--- src/rtl/tlc_pkg.sv ---
// Shared types and helpers for the four-way traffic-light controller.
// Light codes are the raw 2-bit lamp-driver encoding; 2'b11 is never produced.
package tlc_pkg;

  typedef enum logic [1:0] {
    RED    = 2'b00,
    YELLOW = 2'b01,
    GREEN  = 2'b10
  } light_t;

  typedef enum logic [1:0] {
    DIR_N = 2'b00,
    DIR_E = 2'b01,
    DIR_S = 2'b10,
    DIR_W = 2'b11
  } dir_t;

  typedef enum logic [1:0] {
    PH_GREEN   = 2'b00,
    PH_YELLOW  = 2'b01,
    PH_ALL_RED = 2'b10
  } phase_t;

  function automatic int clog2_min1(input int v);
    return (v <= 1) ? 1 : $clog2(v);
  endfunction

  function automatic int max3(input int a, input int b, input int c);
    int m;
    m = (a > b) ? a : b;
    return (m > c) ? m : c;
  endfunction

endpackage

--- src/rtl/tlc_tick_gen.sv ---
// Prescaler: free-running 0..TICK_DIV-1 counter, tick pulses for one cycle at the top count.
// Zero latency (tick decoded from the count register); no backpressure.
module tlc_tick_gen
  import tlc_pkg::*;
#(
  parameter int TICK_DIV = 50_000_000
) (
  input  logic clk,
  input  logic reset,
  output logic tick
);

  localparam int CW = clog2_min1(TICK_DIV);

  logic [CW-1:0] r_cnt;
  logic          w_top;

  assign w_top = (r_cnt == CW'(TICK_DIV - 1));
  assign tick  = w_top;

  always_ff @(posedge clk) begin
    if (reset) begin
      r_cnt <= '0;
    end else if (w_top) begin
      r_cnt <= '0;
    end else begin
      r_cnt <= r_cnt + 1'b1;
    end
  end

endmodule

--- src/rtl/traffic_light_cntrl.sv ---
// Round-robin N/E/S/W light FSM; outputs decode the state register directly (no extra stage), no inputs/backpressure.
// TLC_ALL_RED_EN inserts an ALL_RED clearance phase of ALL_RED_TICKS after every YELLOW.
module traffic_light_cntrl
  import tlc_pkg::*;
#(
  parameter int TICK_DIV      = 50_000_000,
  parameter int GREEN_TICKS   = 10,
  parameter int YELLOW_TICKS  = 3,
  parameter int ALL_RED_TICKS = 1
) (
  input  logic       clk,
  input  logic       reset,
  output logic [1:0] n_light,
  output logic [1:0] e_light,
  output logic [1:0] s_light,
  output logic [1:0] w_light
);

  localparam int PW = clog2_min1(max3(GREEN_TICKS, YELLOW_TICKS, ALL_RED_TICKS));

  // State is {direction, phase}
  localparam logic [3:0] S_N_GREEN = {DIR_N, PH_GREEN};

  logic [3:0]    r_state;
  logic [PW-1:0] r_ph_cnt;
  logic          w_tick;
  logic [1:0]    w_dir;
  logic [1:0]    w_dir_nxt;
  logic [1:0]    w_phase;
  logic [PW-1:0] w_last_cnt;
  logic          w_legal;
  logic [3:0]    w_next;
  logic [1:0]    w_col;

  tlc_tick_gen #(
    .TICK_DIV (TICK_DIV)
  ) u_tick_gen (
    .clk   (clk),
    .reset (reset),
    .tick  (w_tick)
  );

  assign w_dir     = r_state[3:2];
  assign w_phase   = r_state[1:0];
  assign w_dir_nxt = w_dir + 2'd1;

  always_comb begin
    w_last_cnt = PW'(GREEN_TICKS - 1);
    w_legal    = 1'b1;
    w_next     = S_N_GREEN;
    case (w_phase)
      PH_GREEN: begin
        w_last_cnt = PW'(GREEN_TICKS - 1);
        w_next     = {w_dir, PH_YELLOW};
      end
      PH_YELLOW: begin
        w_last_cnt = PW'(YELLOW_TICKS - 1);
`ifdef TLC_ALL_RED_EN
        w_next     = {w_dir, PH_ALL_RED};
`else
        w_next     = {w_dir_nxt, PH_GREEN};
`endif
      end
`ifdef TLC_ALL_RED_EN
      PH_ALL_RED: begin
        w_last_cnt = PW'(ALL_RED_TICKS - 1);
        w_next     = {w_dir_nxt, PH_GREEN};
      end
`endif
      default: w_legal = 1'b0;
    endcase
  end

  always_ff @(posedge clk) begin
    if (reset || !w_legal) begin
      r_state  <= S_N_GREEN;
      r_ph_cnt <= '0;
    end else if (w_tick) begin
      if (r_ph_cnt == w_last_cnt) begin
        r_state  <= w_next;
        r_ph_cnt <= '0;
      end else begin
        r_ph_cnt <= r_ph_cnt + 1'b1;
      end
    end
  end

  // Illegal phase encodings decode as all-red until recovery
  always_comb begin
    case (w_phase)
      PH_GREEN:  w_col = GREEN;
      PH_YELLOW: w_col = YELLOW;
      default:   w_col = RED;
    endcase
  end

  assign n_light = (w_dir == DIR_N) ? w_col : RED;
  assign e_light = (w_dir == DIR_E) ? w_col : RED;
  assign s_light = (w_dir == DIR_S) ? w_col : RED;
  assign w_light = (w_dir == DIR_W) ? w_col : RED;

endmodule

--- config.mk ---
export PLATFORM = sky130hd
export DESIGN_NAME = traffic_light_cntrl
export DESIGN_NICKNAME = d
export VERILOG_FILES = /design/src/rtl/tlc_pkg.sv /design/src/rtl/tlc_tick_gen.sv /design/src/rtl/traffic_light_cntrl.sv
export SDC_FILE = /design/constraint.sdc
export NUM_CORES = 1
export LEC_CHECK = 0
export CAP_MARGIN = 25
export CORE_MARGIN = 2
export CORE_UTILIZATION = 35
export CTS_BUF_LIST = sky130_fd_sc_hd__clkbuf_4 sky130_fd_sc_hd__clkbuf_8
export CTS_CLUSTER_SIZE = 16
export DETAILED_ROUTE_END_ITERATION = 10
export HOLD_SLACK_MARGIN = 0.12
export PLACE_DENSITY = 0.55
export SLEW_MARGIN = 0
export SYNTH_ARGS = -nofsm -noshare
export SYNTH_HDL_FRONTEND = slang
export SYNTH_SLANG_ARGS = --single-unit
--- constraint.sdc ---
create_clock -name clk -period 2.7 [get_ports clk]
set_input_delay 0.405 -clock clk [delete_from_list [all_inputs] [get_ports clk]]
set_output_delay 0.405 -clock clk [all_outputs]
set_load 0.02 [all_outputs]
Word level (Yosys, flattened, before mapping). Cells that the tools add are included.

Bits in registers: 34. Latch bits: 0. RAM bits: 0. ROM bits: 0. Output and inout port bits: 8. Logic and storage cells: 31. Memories: 0.

$add $sub $neg: 3. Multiply operators: 0. Divide/modulo/power cells: 0. $lt $le $gt $ge: 0. Eq/ne operators: 6. Shift-type cells: 0. Multiplexer cells: 9. Bitwise gates (word level): 1. Reductions and logical operators: 8.

Operator list (number): $add 26x1->26 const B (1); $eq 26x26->1 const B (1); $mux 2 (4); $mux 4 (2); $pmux 4 s2 (1); $add 4x1->4 const B (1); $eq 2x1->1 const B (2); $eq 2x2->1 const B (2); $eq 4x4->1 (1); $logic_not 2->1 (2); $pmux 2 s2 (1); $reduce_or 2->1 (2); $reduce_and 3->1 (1); $add 2x1->2 const B (1); $reduce_and 2->1 (1); $logic_not 1->1 (1); $logic_or 1x1->1 (1); $mux 1 (1); $not 1->1 (1).

Longest topological paths before layout. Gate-level depths: netlist of the first run.

Depth in word-level cells: 5. Mapped depth: 7. Gate-level depth less buffers: 5.

Cells and area by module. From an unflattened synthesis of the first run, not the netlist that was laid out.

Cells, all modules: 198. Area, all modules: 1725.4 um^2.

By module, submodules not included: tlc_tick_gen (times used 1, cells each 147, area each 1257.5 um^2, sequential area each 520.5 um^2); traffic_light_cntrl (times used 1, cells each 51, area each 467.9 um^2, sequential area each 140.1 um^2).

Worst setup path before layout of the first run. OpenSTA, ideal clock, no wires.

Path kind: reg2reg. Start: reg u_tick_gen.r_cnt[0]. End: reg u_tick_gen.r_cnt[11]. Setup time: 0.115 ns. Arrival time: 1.795 ns. Required time: 2.585 ns. Path slack: 0.790 ns. Cell stages (with the launch flop): 8. Buffers on the path: 2. Path through: dfxtp_1 -> ha_1 -> nand2_1 -> or3_1 -> buf_2 -> o21ai_2 -> buf_4 -> nor2_1.

Longest elaborated chain between the ends: 2. Elaborated cells on any way between the ends: 3. Classes of those cells: add/sub (1); eq/ne (1); reduce/logical (1).

RTL lines: from (decl) (RTL line tlc_tick_gen.sv:15) `logic [CW-1:0] r_cnt;`; from (signal assigned) (RTL line tlc_tick_gen.sv:27) `r_cnt <= r_cnt + 1'b1;`; parallel branches: the longest is 2 deep, another holds $add 26x1->26.

Parallel ways; which one is timed is not known. A chain may end at the register's enable or synchronous reset.

Final worst setup path of the first run.
Start: reg u_tick_gen.r_cnt[0]. End: reg r_state[2].

Longest elaborated chain between the ends: 2.

RTL lines: $eq 26x26->1 (RTL line tlc_tick_gen.sv:18) `assign w_top = (r_cnt == CW'(TICK_DIV - 1));`; $reduce_and 3->1 (no line); to (signal assigned) (RTL line traffic_light_cntrl.sv:80) `r_state <= w_next;`; to (decl) (RTL line traffic_light_cntrl.sv:24) `logic [3:0] r_state;`.

No other way between the ends.

==> results of run 1 <==
-- placed cells by master (no fill, tap or decap), types with 2 or more instances in the layout --
master	n
dfxtp_1	33
nor2_1	18
a21oi_1	15
nand2_1	13
nand4_1	12
or3_1	12
o21ai_0	11
nand3_1	11
clkdlybuf4s50_1	9
inv_1	8
and4_1	6
xor2_1	6
ha_1	6
or4_1	5
xnor2_1	5
clkbuf_8	5
and2_1	4
nor2b_1	4
nor4_1	4
nor3_1	4
o31ai_1	3
nor4bb_1	3
clkbuf_4	3
buf_4	3
a211oi_1	2
-- kinds of logic (layout without fill, tap and decap cells) --
| logic type | count (synthesis) | after routing | synth area share, % |
|---|---|---|---|
| xor+xnor | 11 | 11 | 5.56 |
| mux | 2 | 2 | 1.23 |
| simple gates | 100 | 100 | 33.0 |
| compound gates | 39 | 39 | 13.7 |
| flops | 33 | 33 | 38.1 |
| fa+ha+maj | 6 | 6 | 4.33 |
| buf+inv | 17 | 28 | 4.04 |
-- routing by layer --
metal  vias to the layer above  track usage, %
met5                         -               0
met4                         0            6.75
met3                         8            4.07
met2                        16            23.4
met1                       707            18.8
li1                        789               -
-- metrics by stage --
| stage | util [%] | setup slack [ps] | instances | power (W) | cell area (sq um) |
|---|---|---|---|---|---|
| finish | 41.7 | 506 | 286 | 0.000901 | 1980 |
| global route | 41.7 | 313 | 286 | 0.000936 | 1980 |
| CTS | 41.7 | 514 | 286 | 0.000912 | 1980 |
| detailed placement | 39.7 | 518 | 278 | 0.000527 | 1890 |
| global placement | 39.7 | 562 | 278 | 0.000527 | 1890 |
| floorplan | - | 790 | 208 | 0.000519 | 1730 |
-- flip-flops by register name (all words and copies together) (netlist names) --
name	cells
r_ph_cnt	4
r_state	3
u_tick_gen.r_cnt	26
-- power by group through the flow --
stage | clock, W | combinational (W) | sequential [W]
floorplan | 0 | 0.0000139 | 0.000505
global placement | 0 | 0.0000220 | 0.000505
detailed placement | 0 | 0.0000216 | 0.000506
CTS | 0.000396 | 0.0000217 | 0.000494
global route | 0.000417 | 0.0000238 | 0.000495
finish | 0.000385 | 0.0000212 | 0.000495
-- cell type report --
class                           count  area, sq um
Sequential cell                    33          661
Fill cell                         523         2770
Inverter                            8         30.0
Clock buffer                        8         91.3
Multi-Input combinational cell    158         1000
Tap cell                           67         83.8
Timing Repair Buffer               12          113
-- path summary, 6_finish.rpt --
kind | slack [ps] | start | to | cells past startpoint
worst max-delay path | 510 | u_tick_gen.r_cnt[0]$_SDFF_PP0_ | r_state[2]$_SDFFE_PP0P_ | 5
worst min-delay path | 470 | u_tick_gen.r_cnt[0]$_SDFF_PP0_ | u_tick_gen.r_cnt[0]$_SDFF_PP0_ | 1
worst max register to register | 510 | u_tick_gen.r_cnt[0]$_SDFF_PP0_ | r_state[2]$_SDFFE_PP0P_ | 5
worst min register to register | 470 | u_tick_gen.r_cnt[0]$_SDFF_PP0_ | u_tick_gen.r_cnt[0]$_SDFF_PP0_ | 1
==> summary.txt, run 1 <==
Outcome
  • Status: finished, final reports clean

Place
  • Final Wtd Congestion: ~0.73
  • Count of buffers from port buffering: 9
  • HPWL after DPL: between 2 and 3 mm

Power and ir drop
  • Total leakage power: 0.617 nW
  • Register share of total power: between 50% and 60%
  • Worst-case vdd ir drop: 293 uV
  • Pwr dens: 455 nW/um^2
  • Sw power: between 0.00015 and 0.0002 W
  • Internal Power: about 0.0007 W
  • Clock power frac: 42.8%
  • Combinational cell fraction of total power: under 10%
  • Fraction of power spent switching nets: a little over a fifth

Worst setup path
  • Critical path fanouts, max: 11
  • Cell type group with the largest total delay on the critical path: simple AND/OR/NAND/NOR gates
  • Cells along the critical path: ha_1 > nand2_1 > or3_1 > nor3_1 > mux2_2
  • Kind of critical path: register to register
  • Required time of the worst setup path: 2880 ps
  • Critical Path Max Stage Delay: 580 ps
  • Cell with the largest stage delay on the worst path: or3_1
  • Worst endpoint data arrival time: 2370 ps
  • Critical path launch point type: register
  • Crit path buf inv count: 0
  • Endpoint class of the critical path: register

Detailed routing
  • Final WL: 3.72 mm
  • Routed via count: approximately 1500
  • DRC: 0
  • Iteration-0 DRC count of the detailed router: 59
  • Antenna-violating nets left: 0
  • Detailed Routing Iterations Pass 1: 4
  • Via density per instance: 5.31
  • Met1 Wirelength: around 1.9 mm
  • Routed length per placed instance: 13.0 microns
  • Total length of routed met3 wires: slightly above 100 microns
  • Routed wl met2: 1.70 mm
  • Highest routing layer actually used: met4

Clocking
  • Number of buffers inserted for hold repair after clock tree synthesis: 0
  • Total number of clock tree sinks: 33
  • Number of buffers created by CTS: 5
  • Cell at the root of the clock tree: clkbuf_8
  • Buffers inserted during post-CTS setup optimization: 0
  • CTS tree: done
  • Post_cts resized: 0
  • CTS clock-pin slew for the worst setup and hold paths: 70 ps
  • Max H-tree Level: 2
  • Largest buffer count on any clock path: 2
  • Clock latency reported for the late side of the worst-skew pair: 280 ps

STA
  • Tmin final: 2190 ps
  • Number of pins with negative max-slew slack in the final report: 0
  • Final Hold Vio Count: 0
  • Post-route clock skew: 7.83 ps
  • Setup Viol. Count Final: 0
  • Post-route clock period utilization: 81.3%
  • Worst-margin pin slew: 634 ps
  • Fmax: 456 MHz
  • Setup tns final: 0 ps
  • Worst hold margin: 470 ps
  • RSZ-0062 raised after global routing: no
  • Remaining max-slew budget at the tightest pin: 57.3%

Yosys
  • Sequential-to-total area share from yosys stat: a little under two fifths
  • Gate Count Post-Synth: 208
  • Flop and latch count out of synthesis: 33
  • EDFF count, synth: 0
  • Synth area leader: dfxtp_1
  • Async SR Flop Fraction: 0%
  • Most used flip-flop cell after synthesis: dfxtp_1
  • Mean cell area of the mapped netlist: 8.33 sq um
  • Area of the mapped netlist: around 1700 sq um
  • Yosys warns: 0
  • Leading cell type by number of instances after synthesis: dfxtp_1
  • Number of nets in the synthesized netlist: 216
  • Most instantiated cells after synthesis: 33 x dfxtp_1, 18 x nor2_1, 15 x a21oi_1, 13 x nand2_1
  • Post-synth cell types: 38
  • Top area cells in the synthesized netlist: dfxtp_1 38%, a21oi_1 4.3%, ha_1 4.3%, nand4_1 4.3%, or3_1 4.3%
  • Yosys top cell area share: 38.1%

Global route
  • Via count of the first global-routing pass: 1335
  • Global-route wire length before repair: 6.17 mm
  • Total routing usage reported by global routing: between 10 and 15%
  • GRT overflow: 0
  • Number of antenna violations at the first check in global routing: 0
  • Maximum number of pins on one net before global-route repair: 17

Cells and area
  • Number of antenna repair diodes: 0
  • Net count reported at finish: 226
  • Area growth, synth to finish: 14.3%
  • Proportion of layout cells with a drive suffix above 1: 6.39%

Floorplanning
  • Core box area: around 4800 sq um
  • Effective utilization at floorplan: 36.4%
  • I/O pin count: 10
  • Area of the die: 5530 sq um
  • Die Y-Extent: 74.4 microns
  • Die X: 74.4 microns
  • Floorplan row count: 25

Min path
  • Path category of the worst min-delay check: register to register

Job
  • Max-cap viol count: 0
Note: power is estimated with default switching activity, not from simulation.
==> run 2: changes to the inputs <==
--- a/config.mk
+++ b/config.mk
@@ -12,7 +12,7 @@
 export CTS_CLUSTER_SIZE = 16
 export DETAILED_ROUTE_END_ITERATION = 10
 export HOLD_SLACK_MARGIN = 0.12
-export PLACE_DENSITY = 0.55
+export PLACE_DENSITY = 0.56
 export SLEW_MARGIN = 0
 export SYNTH_ARGS = -nofsm -noshare
 export SYNTH_HDL_FRONTEND = slang
==> constraint.sdc (replaced) <==
create_clock -name clk -period 1.8 [get_ports clk]
set_input_delay 0.27 -clock clk [delete_from_list [all_inputs] [get_ports clk]]
set_output_delay 0.27 -clock clk [all_outputs]
set_load 0.02 [all_outputs]
==> summary.txt, run 2 (synthesis results as in run 1) <==
Cells and area
  • Net count reported at finish: 260 (+15%)
  • Largest reg by FF count: u_tick_gen.r_cnt
  • Number of antenna repair diodes: 0 (unchanged)
  • Commonest non-fill, non-tap cell in the layout: buf_4
  • Final instance area: 2310 sq um (+17%)
  • Number of flip-flops in the largest register: 26 (unchanged)
  • Total of fill cells in the finished design: 500 (-4.4%)
  • Proportion of layout cells with a drive suffix above 1: 23.8% (+17 points)
  • Largest registers: u_tick_gen.r_cnt: 26 flops, r_ph_cnt: 4 flops, r_state: 3 flops
  • Post-Layout Cell Count: 319 (+12%)
  • Area growth, synth to finish: 33.4%
  • Commonest non-fill, non-tap cells in the layout: 35 x buf_4, 30 x dfxtp_1, 18 x nor2_1

Clocking
  • CTS clock-pin slew for the worst setup and hold paths: 70 ps (about the same)
  • Clock latency reported for the late side of the worst-skew pair: 280 ps (about the same)
  • Cell at the root of the clock tree: clkbuf_8
  • Number of buffers inserted for hold repair after clock tree synthesis: 0 (unchanged)
  • Largest buffer count on any clock path: 2 (unchanged)
  • Max H-tree Level: 2 (unchanged)
  • Buffers inserted during post-CTS setup optimization: 0 (unchanged)
  • Total number of clock tree sinks: 33 (unchanged)
  • Number of buffers created by CTS: 5 (unchanged)
  • CTS tree: done

Min path
  • Path category of the worst min-delay check: register to register
  • Launch point of the worst hold path: u_tick_gen.r_cnt[25]$_SDFF_PP0_

Detailed routing
  • DRC: 0 (unchanged)
  • Final WL: 3.88 mm (+4.1%)
  • Antenna-violating nets left: 0 (unchanged)
  • Via density per instance: 5.11 (-3.9%)
  • Routed length per placed instance: 12.2 microns (-6.7%)
  • Routed via count: 1629 (+7.2%)
  • Detailed Routing Iterations Pass 1: 4 (unchanged)
  • Iteration-0 DRC count of the detailed router: 73 (+24%)

STA
  • Fmax: 571 MHz (+25%)
  • Tmin final: 1750 ps (-443 ps)
  • Post-route clock period utilization: 97.3% (+16 points)
  • Setup Viol. Count Final: 0 (unchanged)
  • Worst hold margin: 488 ps (+17.5 ps)
  • RSZ-0062 raised after global routing: yes
  • Remaining max-slew budget at the tightest pin: 68.7% (+11 points)
  • Final Hold Vio Count: 0 (unchanged)
  • Number of pins with negative max-slew slack in the final report: 0 (unchanged)
  • Worst-margin pin slew: 464 ps (-170 ps)
  • Post-route clock skew: 3.21 ps (-4.62 ps)

Power and ir drop
  • Combinational cell fraction of total power: 3.6% (+1.3 points)
  • Clock power frac: 45.7% (+2.9 points)
  • Worst-case vdd ir drop: 444 uV (+52%)
  • Register share of total power: 50.7% (-4.2 points)
  • Pwr dens: 632 nW/um^2 (+39%)
  • Total leakage power: 0.858 nW (+39%)
  • Sw power: 0.000297 W (+56%)
  • Fraction of power spent switching nets: 20.4% (-0.73 points)
  • Internal Power: 0.00116 W (+64%)

Place
  • HPWL after DPL: 2.94 mm (+7.8%)
  • Placement-stage cell area: 2180 sq um (+15%)
  • Count of buffers from port buffering: 9 (unchanged)
  • Number of cells in the design after placement: 312 (+12%)
  • Final Wtd Congestion: 0.888 (+21%)

Worst setup path
  • Worst endpoint data arrival time: 1970 ps (-400 ps)
  • Kind of critical path: register to register
  • Critical path launch point type: register
  • Launch instance of the worst register-to-register path: u_tick_gen.r_cnt[12]$_SDFF_PP0_
  • Critical path fanouts, max: 3 (-8)
  • Cell with the largest stage delay on the worst path: or4_4
  • Cells along the critical path: nand4_1 > buf_4 > or3_1 > or4_4 > a21oi_2
  • Required time of the worst setup path: 2020 ps (-860 ps)
  • Crit path buf inv count: 1 (+1)
  • Cell type group with the largest total delay on the critical path: simple AND/OR/NAND/NOR gates
  • Critical Path Max Stage Delay: 520 ps (-60 ps)
  • CP startpoint: u_tick_gen.r_cnt[12]$_SDFF_PP0_
  • Endpoint class of the critical path: register

Floorplanning
  • Effective utilization at floorplan: 36.4% (unchanged)
  • Core box area: 4750 sq um (unchanged)
  • Die X: 74.4 microns (unchanged)
  • Area of the die: 5530 sq um (unchanged)
  • Die Y-Extent: 74.4 microns (unchanged)
  • I/O pin count: 10 (unchanged)
  • Floorplan row count: 25 (unchanged)

Global route
  • Total routing usage reported by global routing: 16.5% (+1.7 points)
  • GRT overflow: 0 (unchanged)
  • Number of antenna violations at the first check in global routing: 0 (unchanged)
  • Maximum number of pins on one net before global-route repair: 20 (+3)
  • Via count of the first global-routing pass: 1526 (+14%)
  • Global-route wire length before repair: 6.98 mm (+13%)

Job
  • Max-cap viol count: 0 (unchanged)

Outcome
  • Status: finished, final reports clean
## run 2: changes by cell type in the layout (fill, tap and decap cells not counted), sizes merged
cell	before	now
buf	3	37
clkdlybuf4s50	9	1
clkbuf	8	5
clkinv	0	1
dlygate4sd2	0	8
bufinv	0	1
## run 2: worst paths after layout
kind / to / slack, ps / cells after the start
max: r_state[0]$_SDFFE_PP0P_ / 50 / 5
max reg2reg: r_state[0]$_SDFFE_PP0P_ / 50 / 5
min: u_tick_gen.r_cnt[25]$_SDFF_PP0_ / 490 / 2
min reg2reg: u_tick_gen.r_cnt[25]$_SDFF_PP0_ / 490 / 2
## run 2: layer usage
| layer | wire, microns | share of wire, % | track usage [%] |
|---|---|---|---|
| met1 | 1920 | 50 | 22.2 |
| met2 | 1830 | 47 | 26.4 |
| met3 | 88 | 2.3 | 4.07 |
| met4 | 33 | 0.85 | 4.76 |
| met5 | 0 | 0 | 0 |
## run 2: per-stage QoR
stage	setup TNS (ps)	utilization [%]	setup WS, ps	power [W]
after floorplan	-11.3	-	-11.3	0.000780
after global placement	0	45.8	7.25	0.000809
after detailed placement	0	45.8	0.886	0.000810
after CTS	0	47.9	8.38	0.00148
after global routing	-42.2	48.6	-33.8	0.00152
final	0	48.6	48.8	0.00146
## run 2: power groups by stage
stage               Clock, W  Combinational, W  Sequential, W
global route        0.000722         0.0000592       0.000740
global placement           0         0.0000529       0.000757
detailed placement         0         0.0000533       0.000756
CTS                 0.000682         0.0000536       0.000740
floorplan                  0         0.0000225       0.000758
finish              0.000667         0.0000528       0.000740
## run 2: final cells by class
class / instances / area, sq um / share of cell area [%]
clock buffer: 5 / 68.8 / 2.98
clock inverter: 2 / 35.0 / 1.52
inverter: 8 / 30.0 / 1.30
multi-input combinational: 158 / 1050 / 45.6
tap: 67 / 83.8 / 3.63
timing repair buffer: 46 / 374 / 16.2
sequential: 33 / 664 / 28.7
## run 2: what timing repair did
action / 4_1_cts / 5_1_grt
gates resized for setup: 11 / 8
setup endpoints to repair: 13 / 15
pin swaps: 0 / 2
## run 2: worst reg2reg max path, delay by kind of cell (launching register included)
family,cells,cell delay [ps]
DFF,1,330
and+or+nand+nor,3,1040
buffers and inverters,1,200
AOI/OAI and AO/OA,1,110
==> run 3: changes to the inputs <==
--- a/config.mk
+++ b/config.mk
@@ -5,6 +5,7 @@
 export SDC_FILE = /design/constraint.sdc
 export NUM_CORES = 1
 export LEC_CHECK = 0
+export ABC_AREA = 1
 export CAP_MARGIN = 25
 export CORE_MARGIN = 2
 export CORE_UTILIZATION = 35
==> summary.txt, run 3 <==
Detailed routing
  • Detailed Routing Iterations Pass 1: 4 (unchanged)
  • Via density per instance: 4.47 (-12%)
  • Antenna-violating nets left: 0 (unchanged)
  • Routed length per placed instance: 10.5 microns (-14%)
  • Final WL: 4.12 mm (+6.3%)
  • DRC: 0 (unchanged)
  • Routed via count: 1757 (+7.9%)
  • Iteration-0 DRC count of the detailed router: 54 (-26%)

Cells and area
  • Largest registers: u_tick_gen.r_cnt: 26 flops, r_ph_cnt: 4 flops, r_state: 3 flops
  • Area growth, synth to finish: 14.0%
  • Number of flip-flops in the largest register: 26 (unchanged)
  • Proportion of layout cells with a drive suffix above 1: 5.88% (-18 points)
  • Largest reg by FF count: u_tick_gen.r_cnt
  • Final instance area: 2190 sq um (-5.4%)
  • Commonest non-fill, non-tap cells in the layout: 90 x nand2_1, 71 x nor2_1, 43 x inv_1
  • Fraction of the core area covered by cells at the end of the flow: 42.0% (-6.6 points)
  • Multi-input gate area in the final layout: 1080 sq um (+2.4%)
  • Commonest non-fill, non-tap cell in the layout: nand2_1
  • Net count reported at finish: 331 (+27%)
  • Number of antenna repair diodes: 0 (unchanged)
  • Total of fill cells in the finished design: 602 (+20%)
  • Register cell area after layout: 662 sq um (-0.38%)

Worst setup path
  • Endpoint class of the critical path: output port
  • Crit path top cell by count: inv_1
  • Kind of critical path: register to output port
  • Cell with the largest stage delay on the worst path: dfxtp_1
  • Critical path launch point type: register
  • Endpoint of the lowest-slack register-to-register path: r_ph_cnt[2]$_SDFFE_PP0N_
  • Reg2Reg Setup Slack: 180 ps (+130 ps)
  • Worst endpoint data arrival time: 1380 ps (-590 ps)
  • Critical path fanouts, max: 5 (+2)
  • Depth of the worst register-to-register path: 11 (+6)
  • Launch instance of the worst register-to-register path: u_tick_gen.r_cnt[0]$_SDFF_PP0_
  • Required time of the worst setup path: 1530 ps (-490 ps)
  • CP startpoint: r_state[2]$_SDFFE_PP0P_
  • Capturing instance or port of the critical path: s_light[1]
  • Cells along the critical path: inv_1 > ha_1 > inv_1 > nor2_1 > dlygate4sd2_1
  • Critical Path Max Stage Delay: 400 ps (-120 ps)

Yosys
  • Post-synthesis compound-gate area fraction: 6.19% (-7.5 points)
  • Adder and majority cell fraction of the synthesized area: 3.91% (-0.42 points)
  • Leading cell type by number of instances after synthesis: nand2_1
  • Flop and latch count out of synthesis: 33 (unchanged)
  • Top area cells in the synthesized netlist: dfxtp_1 34%, nand2_1 18%, nor2_1 14%, inv_1 8.4%, a21oi_1 4.2%
  • Simple logic cell fraction of the synthesized area: 40.8% (+7.8 points)
  • Synth area leader: dfxtp_1
  • Gate Count Post-Synth: 309 (+49%)
  • Xor/xnor cell area share of the yosys netlist: 4.56% (-1.0 points)
  • Post-synth cell types: 24 (-37%)
  • Async SR Flop Fraction: 0% (unchanged)
  • Most instantiated cells after synthesis: 90 x nand2_1, 71 x nor2_1, 43 x inv_1, 33 x dfxtp_1, 16 x a21oi_1
  • Most used flip-flop cell after synthesis: dfxtp_1
  • Area of the mapped netlist: 1920 sq um (+11%)
  • Multiplexer share of the synthesized area: 0% (-1.2 points)
  • Mean cell area of the mapped netlist: 6.21 sq um (-25%)
  • Yosys top cell area share: 34.4% (-3.7 points)
  • Yosys warns: 0 (unchanged)
  • Sequential-to-total area share from yosys stat: 34.4% (-3.7 points)
  • EDFF count, synth: 0 (unchanged)
  • Number of nets in the synthesized netlist: 317 (+47%)
  • Combinational family with the most area after synthesis: simple AND/OR/NAND/NOR gates

Min path
  • Path category of the worst min-delay check: register to register
  • Number of instances on the worst hold path: 1 (-1)

Place
  • HPWL after DPL: 3.10 mm (+5.4%)
  • Count of buffers from port buffering: 9 (unchanged)
  • Placement-stage cell area: 2080 sq um (-4.3%)
  • Final Wtd Congestion: 0.847 (-4.6%)

Floorplanning
  • Effective utilization at floorplan: 36.9% (+0.43 points)
  • Die X: 78.1 microns (+5.0%)
  • I/O pin count: 10 (unchanged)
  • Die Y-Extent: 78.1 microns (+5.0%)
  • Floorplan row count: 26 (+4.0%)
  • Area of the die: 6090 sq um (+10%)
  • Core box area: 5200 sq um (+9.5%)

Clocking
  • Number of buffers inserted for hold repair after clock tree synthesis: 0 (unchanged)
  • Largest buffer count on any clock path: 2 (unchanged)
  • CTS tree: done
  • Number of buffers created by CTS: 5 (unchanged)
  • Clock latency reported for the late side of the worst-skew pair: 280 ps (about the same)
  • CTS clock-pin slew for the worst setup and hold paths: 70 ps (about the same)
  • Total number of clock tree sinks: 33 (unchanged)
  • Cell at the root of the clock tree: clkbuf_8
  • Max H-tree Level: 2 (unchanged)

STA
  • Worst hold margin: 448 ps (-39.7 ps)
  • Setup Viol. Count Final: 0 (unchanged)
  • Post-route clock period utilization: 91.9% (-5.4 points)
  • Remaining max-slew budget at the tightest pin: 79.8% (+11 points)
  • Post-route clock skew: 4.43 ps (+1.22 ps)
  • Fmax: 605 MHz (+5.9%)
  • RSZ-0062 raised after global routing: no
  • Setup tns final: 0 ps (unchanged)
  • Tmin final: 1650 ps (-97.2 ps)
  • Worst-margin pin slew: 302 ps (-162 ps)
  • Number of pins with negative max-slew slack in the final report: 0 (unchanged)
  • Final Hold Vio Count: 0 (unchanged)

Global route
  • Number of antenna violations at the first check in global routing: 0 (unchanged)
  • GRT overflow: 0 (unchanged)
  • Via count of the first global-routing pass: 1600 (+4.8%)
  • Total routing usage reported by global routing: 15.0% (-1.5 points)
  • Maximum number of pins on one net before global-route repair: 21 (+5.0%)
  • Global-route wire length before repair: 7.16 mm (+2.6%)

Outcome
  • Status: finished, final reports clean

Power and ir drop
  • Worst-case vdd ir drop: 464 uV (+4.5%)
  • Pwr dens: 625 nW/um^2 (-1.1%)
  • Total leakage power: 0.918 nW (+7.1%)
  • Total power after layout: 0.00137 W (-6.4%)

Job
  • Max-cap viol count: 0 (unchanged)
==> run 3: worst max-delay path: cells and delay by family (launching register included) <==
family	cells	cell delay (ps)
DFF	1	400
and+or+nand+nor	1	30
adders and majority gates	1	210
buffers and inverters	3	460
==> run 3: worst min path at each step <==
| stage | startpoint | endpoint | slack [ps] |
|---|---|---|---|
| floorplan | u_tick_gen.r_cnt[0]$_SDFF_PP0_ | u_tick_gen.r_cnt[0]$_SDFF_PP0_ | 430 |
| CTS | u_tick_gen.r_cnt[25]$_SDFF_PP0_ | u_tick_gen.r_cnt[25]$_SDFF_PP0_ | 490 |
| global placement | u_tick_gen.r_cnt[0]$_SDFF_PP0_ | u_tick_gen.r_cnt[0]$_SDFF_PP0_ | 440 |
| global route | u_tick_gen.r_cnt[0]$_SDFF_PP0_ | u_tick_gen.r_cnt[0]$_SDFF_PP0_ | 480 |
| finish | u_tick_gen.r_cnt[0]$_SDFF_PP0_ | u_tick_gen.r_cnt[0]$_SDFF_PP0_ | 450 |
| detailed placement | u_tick_gen.r_cnt[0]$_SDFF_PP0_ | u_tick_gen.r_cnt[0]$_SDFF_PP0_ | 480 |
==> run 3: report_power, final <==
part | internal (W) | switching [W]
Clock | 0.000319 | 0.000270
Combinational | 0.0000148 | 0.0000235
Sequential | 0.000736 | 0.00000463
Total | 0.00107 | 0.000298
==> run 3: what timing repair did <==
action	CTS	global route
setup buffers	0	0
pin swaps	0	0
setup endpoints to repair	8	26
resized for setup	8	6
==> run 3: per-layer routing <==
metal  track usage [%]  up-vias  part of all wire (%)
li1                  -      972                     -
met1              19.6      750                    52
met2              23.2       23                    43
met3              3.10       12                   2.9
met4              7.72        0                   2.8
met5                 0        -                     0
==> run 3: logic make-up after synthesis <==
group / after synthesis
fa+ha+maj: 6
xor+xnor: 10
buf+inv: 48
compound gates: 23
flops: 33
simple gates: 189
==> run 3: area by class of cell <==
type                       count  share of cell area (%)
clock buffer                   7                    4.12
inverter                      44                    7.55
tap                           70                    4.00
timing repair buffer          11                    4.69
sequential                    33                    30.3
multi-input combinational    228                    49.4
==> run 3: stage by stage <==
stage               instances  setup WS (ps)
detailed placement        386           84.5
floorplan                 309            260
CTS                       393           76.8
global route              393           6.66
finish                    393            146
global placement          386            168
